$ cat src/rtl/pipe_scheduler.sv
// Pipe obstacle controller: fixed slot pool, frame-scheduled spawns with LFSR gaps,
// scroll/retire per frame, serialized score pulses and progressive scroll speed.
module pipe_slot #(
  parameter int SCREEN_W = 640,
  parameter int PIPE_W   = 52,
  parameter int BIRD_X   = 160
) (
  input  logic        clk,
  input  logic        rst_n,
  input  logic        clr,
  input  logic        tick,
  input  logic        spawn,
  input  logic [2:0]  speed,
  input  logic [8:0]  gap_in,
  output logic        valid,
  output logic [10:0] xr,
  output logic [8:0]  gap,
  output logic        retire,
  output logic        pass
);
  localparam logic [10:0] XR_SPAWN = 11'(SCREEN_W + PIPE_W);
  localparam logic [10:0] XR_BIRD  = 11'(BIRD_X);

  logic        passed;
  logic [10:0] xr_sub;

  // A pipe retired this tick has necessarily crossed the bird, so it still scores.
  always_comb begin
    xr_sub = xr - {8'd0, speed};
    retire = valid && (xr <= {8'd0, speed});
    pass   = tick && valid && !passed && (retire || (xr_sub < XR_BIRD));
  end

  always_ff @(posedge clk) begin
    if (!rst_n || clr) begin
      valid  <= 1'b0;
      xr     <= '0;
      gap    <= '0;
      passed <= 1'b0;
    end else if (tick) begin
      if (spawn) begin
        valid  <= 1'b1;
        xr     <= XR_SPAWN;
        gap    <= gap_in;
        passed <= 1'b0;
      end else if (retire) begin
        valid  <= 1'b0;
        passed <= 1'b0;
      end else if (valid) begin
        xr <= xr_sub;
        if (pass) passed <= 1'b1;
      end
    end
  end
endmodule

module pipe_scheduler #(
  parameter int          NUM_PIPES     = 3,
  parameter int          SCREEN_W      = 640,
  parameter int          PIPE_W        = 52,
  parameter int          BIRD_X        = 160,
  parameter int          SPAWN_FRAMES  = 90,
  parameter int          GAP_MIN       = 60,
  parameter int          GAP_SPAN      = 200,
  parameter int          SPEED_INIT    = 2,
  parameter int          SPEED_MAX     = 6,
  parameter int          SPEEDUP_EVERY = 10,
  parameter logic [15:0] LFSR_SEED     = 16'hACE1
) (
  input  logic                     clk,
  input  logic                     rst_n,
  input  logic [1:0]               state,
  input  logic                     frame_tick,
  output logic [NUM_PIPES-1:0]     pipe_valid,
  output logic [11*NUM_PIPES-1:0]  pipe_xr,
  output logic [9*NUM_PIPES-1:0]   pipe_gap,
  output logic                     score_pulse,
  output logic [2:0]               speed,
  output logic                     spawn_drop
);
  localparam int SCW = $clog2(SPAWN_FRAMES + 1);
  localparam int PCW = $clog2(SPEEDUP_EVERY + 1);

  logic                          play, idle, tick, spawn_now, any_free, emit;
  logic [15:0]                   lfsr;
  logic [SCW-1:0]                spawn_cnt;
  logic [PCW-1:0]                pass_cnt;
  logic [2:0]                    pending, n_inc;
  logic [3:0]                    pend_sum, pend_next;
  logic [7:0]                    b, b_fold;
  logic [8:0]                    gap_new;
  logic [NUM_PIPES-1:0]          retire, pass, spawn_vec;
  logic [NUM_PIPES-1:0][10:0]    xr_a;
  logic [NUM_PIPES-1:0][8:0]     gap_a;

  assign play      = (state == 2'd1);
  assign idle      = (state == 2'd0) || (state == 2'd3);
  assign tick      = play && frame_tick;
  assign spawn_now = tick && (spawn_cnt == SCW'(SPAWN_FRAMES - 1));
  assign pipe_xr   = xr_a;
  assign pipe_gap  = gap_a;

  // Fold out-of-range LFSR bytes back into 0..GAP_SPAN.
  assign b       = lfsr[7:0];
  assign b_fold  = (b > 8'(GAP_SPAN)) ? b - 8'(GAP_SPAN + 1) : b;
  assign gap_new = 9'(GAP_MIN) + {1'b0, b_fold};

  always_comb begin
    spawn_vec = '0;
    any_free  = 1'b0;
    n_inc     = '0;
    for (int i = 0; i < NUM_PIPES; i++) begin
      if (!any_free && (!pipe_valid[i] || retire[i])) begin
        spawn_vec[i] = spawn_now;
        any_free     = 1'b1;
      end
      n_inc = n_inc + {2'd0, pass[i]};
    end
  end

  // Passes from this tick can drive the pulse directly; score_pulse gating keeps a low gap.
  always_comb begin
    pend_sum  = {1'b0, pending} + {1'b0, n_inc};
    emit      = play && !score_pulse && (pend_sum != 4'd0);
    pend_next = pend_sum - {3'd0, emit};
  end

  always_ff @(posedge clk) begin
    if (!rst_n) lfsr <= LFSR_SEED;
    else        lfsr <= {lfsr[14:0], lfsr[15] ^ lfsr[13] ^ lfsr[12] ^ lfsr[10]};
  end

  always_ff @(posedge clk) begin
    if (!rst_n || idle) begin
      spawn_cnt   <= SCW'(SPAWN_FRAMES - 1);
      pending     <= '0;
      pass_cnt    <= '0;
      score_pulse <= 1'b0;
      speed       <= 3'(SPEED_INIT);
      spawn_drop  <= 1'b0;
    end else if (!play) begin
      pending     <= '0;
      score_pulse <= 1'b0;
    end else begin
      if (tick) begin
        spawn_cnt <= spawn_now ? '0 : spawn_cnt + SCW'(1);
        if (spawn_now && !any_free) spawn_drop <= 1'b1;
      end
      score_pulse <= emit;
      pending     <= (pend_next > 4'd7) ? 3'd7 : pend_next[2:0];
      if (emit) begin
        if (pass_cnt == PCW'(SPEEDUP_EVERY - 1)) begin
          pass_cnt <= '0;
          if (speed < 3'(SPEED_MAX)) speed <= speed + 3'd1;
        end else begin
          pass_cnt <= pass_cnt + PCW'(1);
        end
      end
    end
  end

  for (genvar i = 0; i < NUM_PIPES; i++) begin : g_slot
    pipe_slot #(
      .SCREEN_W(SCREEN_W),
      .PIPE_W  (PIPE_W),
      .BIRD_X  (BIRD_X)
    ) u_slot (
      .clk   (clk),
      .rst_n (rst_n),
      .clr   (idle),
      .tick  (tick),
      .spawn (spawn_vec[i]),
      .speed (speed),
      .gap_in(gap_new),
      .valid (pipe_valid[i]),
      .xr    (xr_a[i]),
      .gap   (gap_a[i]),
      .retire(retire[i]),
      .pass  (pass[i])
    );
  end
endmodule

$ cat config.mk
export PLATFORM = sky130hd
export DESIGN_NAME = pipe_scheduler
export DESIGN_NICKNAME = d
export VERILOG_FILES = /design/src/rtl/pipe_scheduler.sv
export SDC_FILE = /design/constraint.sdc
export NUM_CORES = 1
export LEC_CHECK = 0
export ABC_AREA = 1
export CAP_MARGIN = 20
export CORE_MARGIN = 5
export CORE_UTILIZATION = 50
export DETAILED_ROUTE_END_ITERATION = 12
export PLACE_DENSITY_LB_ADDON = 0.15
export SLEW_MARGIN = 20
export SYNTH_ARGS = -nofsm -noshare
export SYNTH_HDL_FRONTEND = slang
export SYNTH_SLANG_ARGS = --single-unit
$ cat constraint.sdc
create_clock -name clk -period 6.8 [get_ports clk]
set_clock_uncertainty 0.2 [all_clocks]
set_input_delay 1.36 -clock clk [delete_from_list [all_inputs] [get_ports clk]]
set_output_delay 1.36 -clock clk [all_outputs]
set_load 0.01 [all_outputs]
# Word-level counts from Yosys, hierarchy flattened

Index checks and enable logic that the tools add are counted.

Word-level logic and storage cells: 157
Latch bits: 0
RAM bits: 0
Register bits after elaboration: 101
Memory bits (read-only): 0
Output and inout port bits: 68
Bits of input ports: 5
Memories: 0

Multipliers: 0
Add/sub/neg operators: 12
Mux-type cells: 37
Bitwise gates (word level): 4
Magnitude comparators: 9
Shift-type cells: 0
Div/mod/pow operators: 0
Reduce and logical (&&, ||, !) cells: 69
Equality and inequality tests: 7

Operators by type and width:

| kind                                                                          | number |
|---|---|
| 11-bit two-way mux                                                            | 9 |
| 11-bit by 3-bit <= comparator with 1-bit output                               | 3 |
| 11-bit by 8-bit less-than comparator with 1-bit output, second input constant | 3 |
| 11-bit by 3-bit subtractor with 11-bit output                                 | 3 |
| 1-bit two-way mux                                                             | 24 |
| 3-bit AND reduction                                                           | 7 |
| 1-bit logical AND                                                             | 19 |
| 3-bit nonzero test                                                            | 6 |
| 2-bit AND reduction                                                           | 8 |
| 2-bit nonzero test                                                            | 6 |
| 1-bit logical NOT                                                             | 11 |
| 6-bit by 8-bit adder with 9-bit output, first input constant                  | 1 |
| 8-bit > comparator, second input constant                                     | 1 |
| 1-bit logical OR                                                              | 8 |
| 8-bit two-way mux                                                             | 1 |
| 8-bit subtractor, second input constant                                       | 1 |
| 7-bit by 1-bit adder with 7-bit output, second input constant                 | 1 |
| 7-bit equality test, second input constant                                    | 1 |
| 7-bit two-way mux                                                             | 1 |
| 2-bit by 1-bit != test with 1-bit output, second input constant               | 3 |
| 3-bit by 3-bit adder with 4-bit output                                        | 1 |
| 4-bit by 1-bit adder with 4-bit output, second input constant                 | 1 |
| 4-bit equality test, second input constant                                    | 1 |
| 4-bit by 3-bit > comparator with 1-bit output, second input constant          | 1 |
| 15 further kinds                                                              | 17 |

# Depth between registers and ports, before layout

Gate-level depths: netlist of the first run.

Word-level depth: 13
Gate-level depth with buffers: 29
Mapped depth without buffers: 29

# By module

A second synthesis of the first run with hierarchy kept.

Cell total of the unflattened synthesis: 838
Area, all modules: 5654.2 sq um

By module, submodules not included:

| module         | area an instance (sq um) | cells an instance | instances | sequential area each (sq um) |
|---|---|---|---|---|
| pipe_slot      | 1256.2                   | 193               | 3         | 440.4 |
| pipe_scheduler | 1885.6                   | 259               | 1         | 700.7 |

# Least setup slack after synthesis of the first run

OpenSTA, ideal clock, no wires.

Kind: input to register
Start: input state[1]
End: register pending[2]
Cell stages on the path: 21
Library setup time: 115 ps
Arrival: 4526 ps
Setup slack: 1959 ps
Required time: 6485 ps
Cell sequence: inv_1 -> ha_1 -> nand2_1 -> clkbuf_1 -> nor3_1 -> nand2_1 -> fa_1 -> inv_1 -> ha_1 -> inv_1 -> fa_1 -> inv_1 -> nor2_1 -> nand3_1 -> nand2_1 -> inv_1 -> ha_1 -> ha_1 -> xor2_1 -> o21ai_0 -> inv_1

Cells in the longest elaborated chain, start to end: 13
Elaborated cells between the ends (all ways): 26
Classes of those cells: 4 x add/sub; 1 x order compare; 2 x eq/ne; 1 x mux; 1 x bitwise; 17 x reduce/logical

Ends and longest elaborated chain:

| element                                            | line | RTL |
|---|---|---|
| start, declared                                    | 72   | `input logic [1:0] state,` |
| 2-bit by 1-bit equality test with 1-bit output (*) | 96   | `assign play = (state == 2'd1);` |
| 1-bit logical AND                                  | 98   | `assign tick = play && frame_tick;` |
| 1-bit logical AND (3 in a row)                     | 31   | `pass = tick && valid && !passed && (retire \|\| (xr_sub < XR_BIRD));` |
| 1-bit by 1-bit adder with 2-bit output             | 117  | `n_inc = n_inc + {2'd0, pass[i]};` |
| 2-bit by 1-bit adder with 3-bit output             | 117  |  |
| 3-bit by 3-bit adder with 4-bit output             | 123  | `pend_sum = {1'b0, pending} + {1'b0, n_inc};` |
| 4-bit nonzero test                                 | 124  | `emit = play && !score_pulse && (pend_sum != 4'd0);` |
| 1-bit logical AND (*)                              | 124  |  |
| net emit                                           | 84   | `logic play, idle, tick, spawn_now, any_free, emit;` |
| 4-bit by 1-bit subtractor with 4-bit output (*)    | 125  | `pend_next = pend_sum - {3'd0, emit};` |
| 4-bit by 3-bit > comparator with 1-bit output      | 150  | `pending <= (pend_next > 4'd7) ? 3'd7 : pend_next[2:0];` |
| 3-bit two-way mux (*)                              | 150  |  |
| end signal, assigned                               | 150  |  |
| end, declared                                      | 88   | `logic [2:0] pending, n_inc;` |

Mark *: on every way through the listed nets, which the timed path passes. The rest lies on a longest branch.
A chain may end at the register's enable or synchronous reset.

# Final worst setup path of the first run

Start: input state[0]
End: register pending[2]

The elaborated chain is that of the path after synthesis.

==> results by group, run 1 <==
Status
  – Outcome: finished clean

Global route
  – First-pass GRT wire length: 21.9 mm
  – GRT Overall Usage: 0.204
  – Largest net degree at the start of global routing: 32
  – Grt ovf: 0
  – Initial antenna violation count: 0
  – Vias in the first global route: 4951

Timing
  – Max Fclk: 192 MHz
  – Final period util: 0.767
  – Slew Limit Fails: 0
  – Final setup vio count: 0
  – RSZ-0062 raised after global routing: no
  – Tmin final: 5.22 ns
  – WHS: 0.225 ns
  – Least-Margin Pin Slew: 0.886 ns
  – Relative slew slack: 0.407
  – Final hold vios: 0
  – Setup TNS: 0 ns

Finish
  – Commonest non-fill, non-tap cell in the layout: nand2_1
  – Most frequent cells in the layout: nand2_1 (230), inv_1 (109), dfxtp_1 (101)
  – Seq. cell area: 0.00202 sq mm
  – Layout fillers: 1047
  – Final instance area: 0.00645 sq mm
  – Post-Layout Cell Count: 1002
  – Antenna fix cells: 0
  – Area delta synth->final: 18.7%
  – Multi-input gate area: 0.00289 sq mm
  – Ratio of cells with drive above 1 in the final layout: 0.0673
  – Nets: 886

Die
  – Die X: 114 um
  – I/O pin count: 73
  – DIE AREA: 0.0131 sq mm
  – Floorplan core area: 0.0107 sq mm
  – Starting Density: 0.506
  – Cell Rows: 38
  – Die Height: 114 um

Worst setup path
  – Worst EP arrival: 5.27 ns
  – Reg2reg start: speed[0]
  – CP startpoint: state[0]
  – R2R setup slack: 1.64 ns
  – Worst Reg-to-Reg Cells: 26
  – Critical Path Sink Type: flop
  – Crit Reg-Reg Endpoint: pending[2]
  – Worst Path Required: 6.85 ns
  – Startpoint type of the worst setup path: primary input
  – Worst Path Max Fanout: 13
  – Setup CP Type: primary input to flop

Drt
  – Final wirelength: 13.1 mm
  – Vias/cell: 5.08
  – Routed Antenna Nets: 0
  – Initial DRC Count: 307
  – Drt drc: 0
  – Vias after detailed routing: 5091
  – DR WL/cell: 13.1 um
  – TritonRoute pass-1 iters: 4

Synthesis
  – Synth Area in Simple Gates: 0.334
  – Cells after Synth: 787
  – XOR/XNOR Fraction of Synth Area: 0.0320
  – Yosys warning count: 0
  – EDFF count, synth: 0
  – Flops & latches, synth: 101
  – Largest family of logic cells by synthesized area: simple AND/OR/NAND/NOR gates
  – Primary FF master, synth: dfxtp_1
  – Syn Area/Cell: 6.90 sq um
  – Mapped Area: 0.00543 sq mm
  – Post-Synth Adder-Cell Area: 0.0622
  – Sequential element share of the synthesized area: 0.372
  – Syn Nets: 816
  – Post-synthesis mux area share: 0
  – Netlist cell types: 43
  – Ys async rst share: 0
  – Synth Area in Compound Gates: 0.103

CTS
  – Post_cts resized: 0
  – CTS buffer count: 9
  – H-tree depth: 3
  – Sink Count: 101
  – CTS max path bufs: 2
  – Clk_lat worst skew: 0.36 ns
  – Postcts setup bufs: 0
  – CTS tree: done
  – Clock-pin slew on the worst setup and hold paths: 0.09 ns
  – CTS root buffer: clkbuf_8
  – # hold bufs at CTS: 0

Place
  – IO Port Bufs: 72
  – Placed cell count: 986
  – RePlAce Congestion: 0.905
  – Post-DP Area: 0.00626 sq mm
  – Detail Placement HPWL: 9.88 mm

Hold path
  – Worst Hold Class: flop to flop
  – Min-delay src: lfsr[8]
  – Worst Hold End: lfsr[9]
  – Hold Path Depth: 2

Pwr
  – Total power divided by cell area: 172 mW/mm^2
  – Worst VDD drop: 0.0000985 V
  – Static Leak: 3.02 nW
  – Total power: 1.11 mW

Run
  – Max cap viols: 0
-- critical path, stage by stage --
cell,delay [ns]
clkdlybuf4s50_1,0.46
ha_1,0.16
nand2_1,0.31
nor3_1,0.24
nand2_1,0.13
fa_1,0.47
inv_1,0.07
ha_1,0.17
inv_1,0.06
fa_1,0.54
inv_1,0.05
nor2_1,0.12
nand3_1,0.08
nand2_1,0.10
inv_1,0.11
ha_1,0.23
ha_1,0.21
xor2_1,0.16
o21ai_0,0.18
inv_1,0.05
-- kinds of logic after synthesis --
logic type      after synthesis
fa+ha+maj                    24
compound gates              102
xor+xnor                     19
flops                       101
buf+inv                     131
simple gates                410
-- worst max path at each step --
stage               cells after the start  slack, ns         end
floorplan                              21       1.96  pending[2]
global placement                       20       1.36  pending[2]
detailed placement                     20       1.22  pending[2]
CTS                                    20       1.59  pending[2]
global route                           26       1.26  pending[2]
finish                                 20       1.58  pending[2]
-- synth_stat cells, types with 2 or more instances --
cell type,number,area share
nand2_1,230,0.16
inv_1,109,0.075
dfxtp_1,101,0.37
nor2_1,77,0.053
nand3_1,45,0.041
a21oi_1,42,0.039
o21ai_0,38,0.035
ha_1,19,0.044
xor2_1,14,0.023
nand4_1,11,0.013
nand2_2,10,0.012
nor3_1,9,0.0083
nor2_2,7,0.0081
clkbuf_1,6,0.0041
inv_2,6,0.0041
fa_1,5,0.018
or2_2,5,0.0058
buf_2,4,0.0037
buf_4,4,0.0055
o21ai_1,4,0.0037
o31ai_1,4,0.0055
xnor2_1,4,0.0064
a31oi_1,3,0.0035
nand3_4,3,0.0097
nand3b_1,3,0.0041
o211ai_1,3,0.0041
a21oi_2,2,0.0032
nor2_4,2,0.0041
nor3b_1,2,0.0028
o32ai_1,2,0.0032
-- registers in the layout, indices dropped and copies added (netlist names) --
name                  count
g_slot.u_slot.gap        27
g_slot.u_slot.passed      3
g_slot.u_slot.valid       3
g_slot.u_slot.xr         33
lfsr                     16
pass_cnt                  4
pending                   3
score_pulse               1
spawn_cnt                 7
spawn_drop                1
speed                     3
-- routing by layer --
metal | wire length [um] | up-vias | global-route usage
met5 | 0 | - | 0
met4 | 210 | 0 | 0.0752
met3 | 669 | 13 | 0.0344
met2 | 6240 | 112 | 0.355
met1 | 5960 | 2343 | 0.254
li1 | - | 2623 | -
-- per-stage QoR --
step                      setup slack [ns]  utilization
final                                 1.58        0.600
after global routing                  1.26        0.600
after CTS                             1.59        0.600
after detailed placement              1.22        0.583
after global placement                1.36        0.583
after floorplan                       1.96            -
-- where the power goes --
group / leakage [nW] / internal, mW / switching, mW / total [mW]
Combinational: 2.11 / 0.0403 / 0.0817 / 0.122
Clock: 0.0939 / 0.172 / 0.206 / 0.379
Sequential: 0.819 / 0.601 / 0.00824 / 0.610
Total: 3.02 / 0.814 / 0.296 / 1.11
-- cell type report --
| cell class | count | area share |
|---|---|---|
| Multi-Input combinational cell | 555 | 0.448 |
| Inverter | 116 | 0.0679 |
| Timing Repair Buffer | 74 | 0.114 |
| Sequential cell | 101 | 0.313 |
| Tap cell | 140 | 0.0271 |
| Clock inverter | 5 | 0.00931 |
| Clock buffer | 11 | 0.0204 |
(Power assumes the default switching activity.)
==> run 2, diff against run 1 <==
==> constraint.sdc (replaced) <==
create_clock -name clk -period 5.2 [get_ports clk]
set_clock_uncertainty 0.2 [all_clocks]
set_input_delay 1.04 -clock clk [delete_from_list [all_inputs] [get_ports clk]]
set_output_delay 1.04 -clock clk [all_outputs]
set_load 0.01 [all_outputs]
==> results by group, run 2 (synthesis results as in run 1) <==
Timing
  – Final hold vios: 0 (unchanged)
  – Final period util: 0.933
  – WHS: 0.222 ns (-0.00253 ns)
  – Setup ws final: 0.351 ns (-1.23 ns)
  – Setup TNS: 0 ns (unchanged)
  – Final setup vio count: 0 (unchanged)
  – Max Fclk: 206 MHz
  – Tmin final: 4.85 ns
  – Relative slew slack: 0.480 (+0.0732)
  – Least-Margin Pin Slew: 0.777 ns (-0.109 ns)
  – Slew Limit Fails: 0 (unchanged)

Worst setup path
  – Worst Path Max Fanout: 6 (-7)
  – Worst EP arrival: 4.91 ns (-0.36 ns)
  – Setup CP Type: flop to flop
  – Worst Path Required: 5.26 ns (-1.59 ns)
  – Startpoint type of the worst setup path: flop
  – Critical Path Sink Type: flop

Global route
  – Vias in the first global route: 5057 (+2.1%)
  – GRT Overall Usage: 0.210 (+0.00606)
  – Grt ovf: 0 (unchanged)
  – Initial antenna violation count: 0 (unchanged)
  – First-pass GRT wire length: 22.6 mm (+3.2%)
  – Largest net degree at the start of global routing: 27 (-16%)

Run
  – Max cap viols: 0 (unchanged)

Hold path
  – Worst Hold Class: flop to flop

Drt
  – Routed Antenna Nets: 0 (unchanged)
  – Final wirelength: 13.4 mm (+2.6%)
  – Vias/cell: 5.11 (+0.54%)
  – Vias after detailed routing: 5144 (+1.0%)
  – Drt drc: 0 (unchanged)
  – DR WL/cell: 13.3 um (+2.1%)
  – TritonRoute pass-1 iters: 7 (+3)
  – Initial DRC Count: 257 (-16%)

Status
  – Outcome: finished clean

Finish
  – Antenna fix cells: 0 (unchanged)
  – Final Util: 0.606 (+0.00571)
  – Post-Layout Cell Count: 1007 (+0.50%)
  – Most flops, register: g_slot.u_slot.xr
  – Commonest non-fill, non-tap cell in the layout: nand2_1
  – Seq. cell area: 0.00203 sq mm (+0.25%)
  – Ratio of cells with drive above 1 in the final layout: 0.0796 (+0.0123)
  – Layout fillers: 1027 (-1.9%)
  – Largest register FFs: 33 (unchanged)
  – Multi-input gate area: 0.00291 sq mm (+0.56%)
  – Final instance area: 0.00651 sq mm (+0.95%)
  – Area delta synth->final: 19.9%
  – Largest regs: g_slot.u_slot.xr: 33 flops, g_slot.u_slot.gap: 27 flops, lfsr: 16 flops
  – Nets: 891 (+0.56%)
  – Most frequent cells in the layout: nand2_1 (229), inv_1 (108), dfxtp_1 (99)

Place
  – Detail Placement HPWL: 10.2 mm (+3.6%)
  – Setup WS pre-CTS: 0.0991 ns (-1.12 ns)
  – RePlAce Congestion: 0.919 (+1.6%)
  – Post-DP Area: 0.00628 sq mm (+0.24%)
  – IO Port Bufs: 72 (unchanged)
  – Placed cell count: 988 (+0.20%)

Die
  – Starting Density: 0.506 (unchanged)
  – DIE AREA: 0.0131 sq mm (unchanged)
  – Die Height: 114 um (unchanged)
  – Cell Rows: 38 (unchanged)
  – I/O pin count: 73 (unchanged)
  – Die X: 114 um (unchanged)
  – Floorplan core area: 0.0107 sq mm (unchanged)

CTS
  – Clk_lat worst skew: 0.36 ns (about the same)
  – H-tree depth: 3 (unchanged)
  – Sink Count: 101 (unchanged)
  – CTS tree: done
  – CTS buffer count: 9 (unchanged)
  – CTS root buffer: clkbuf_8
  – # hold bufs at CTS: 0 (unchanged)
  – CTS max path bufs: 2 (unchanged)
  – Clock-pin slew on the worst setup and hold paths: 0.10 ns (about the same)

Pwr
  – Total power: 1.44 mW (+30%)
  – Static Leak: 3.05 nW (+0.75%)
  – Total power divided by cell area: 222 mW/mm^2 (+29%)
  – Worst VDD drop: 0.000165 V (+67%)
-- run 2: cell types whose count changed in the layout (fill, tap and decap cells not counted), sizes merged --
cell / delta
buf: +5
inv: +3
bufinv: -1
clkinv: -1
clkbuf: -1
-- run 2: metal layers --
layer | track usage | part of all wire | vias to the layer above
met1 | 0.258 | 0.44 | 2353
li1 | - | - | 2637
met3 | 0.0465 | 0.059 | 13
met5 | 0 | 0 | -
met4 | 0.0594 | 0.012 | 0
met2 | 0.371 | 0.49 | 141
-- run 2: what timing repair did --
item | 4_1_cts | 5_1_grt
buffers inserted | 0 | 3
hold endpoints to repair | 0 | 0
endpoints found under the setup margin | 0 | 5
resized for setup | 0 | 12
-- run 2: path summary, 6_finish.rpt --
kind | start | to | slack (ns) | cells past startpoint
hold / removal | lfsr[8] | lfsr[9] | 0.22 | 2
hold reg to reg | lfsr[8] | lfsr[9] | 0.22 | 2
setup reg to reg | speed[0] | pending[2] | 0.35 | 26
setup / recovery | speed[0] | pending[2] | 0.35 | 26
-- run 2: report_power, final --
| part | switching (mW) | internal, mW | total [mW] |
|---|---|---|---|
| clock network | 0.295 | 0.189 | 0.484 |
| registers | 0.0107 | 0.786 | 0.797 |
| logic | 0.110 | 0.0538 | 0.164 |
-- run 2: worst max-delay path, cell delays in order (launching register included) --
cell and delay, ns:
dfxtp_4 0.41, ha_1 0.20, inv_1 0.06, fa_1 0.40, nand2_1 0.12, nand4_1 0.19
o21ai_2 0.21, nand3_1 0.09, nor2_1 0.09, nand2_1 0.06, nand2_1 0.09, nand2_1 0.09
fa_1 0.43, inv_1 0.08, ha_1 0.17, inv_1 0.06, fa_1 0.53, inv_1 0.05
nor2_1 0.13, nand3_1 0.08, nand2_1 0.11, inv_1 0.11, ha_1 0.23, ha_1 0.21
xor2_1 0.16, o21ai_1 0.14, inv_1 0.06
-- run 2: layout make-up --
type	count	share of cell area
Clock inverter	6	0.00960
Timing Repair Buffer	79	0.119
Tap cell	140	0.0269
Inverter	116	0.0678
Multi-Input combinational cell	555	0.446
Sequential cell	101	0.311
Clock buffer	10	0.0196
==> run 3, diff against run 2 <==
--- a/config.mk
+++ b/config.mk
@@ -6,6 +6,7 @@
 export NUM_CORES = 1
 export LEC_CHECK = 0
 export ABC_AREA = 1
+export ABC_CLOCK_PERIOD_IN_PS = 5200
 export CAP_MARGIN = 20
 export CORE_MARGIN = 5
 export CORE_UTILIZATION = 50
==> results of run 3 <==
No change in the layout: final DEF, timing and power equal those of run 2.
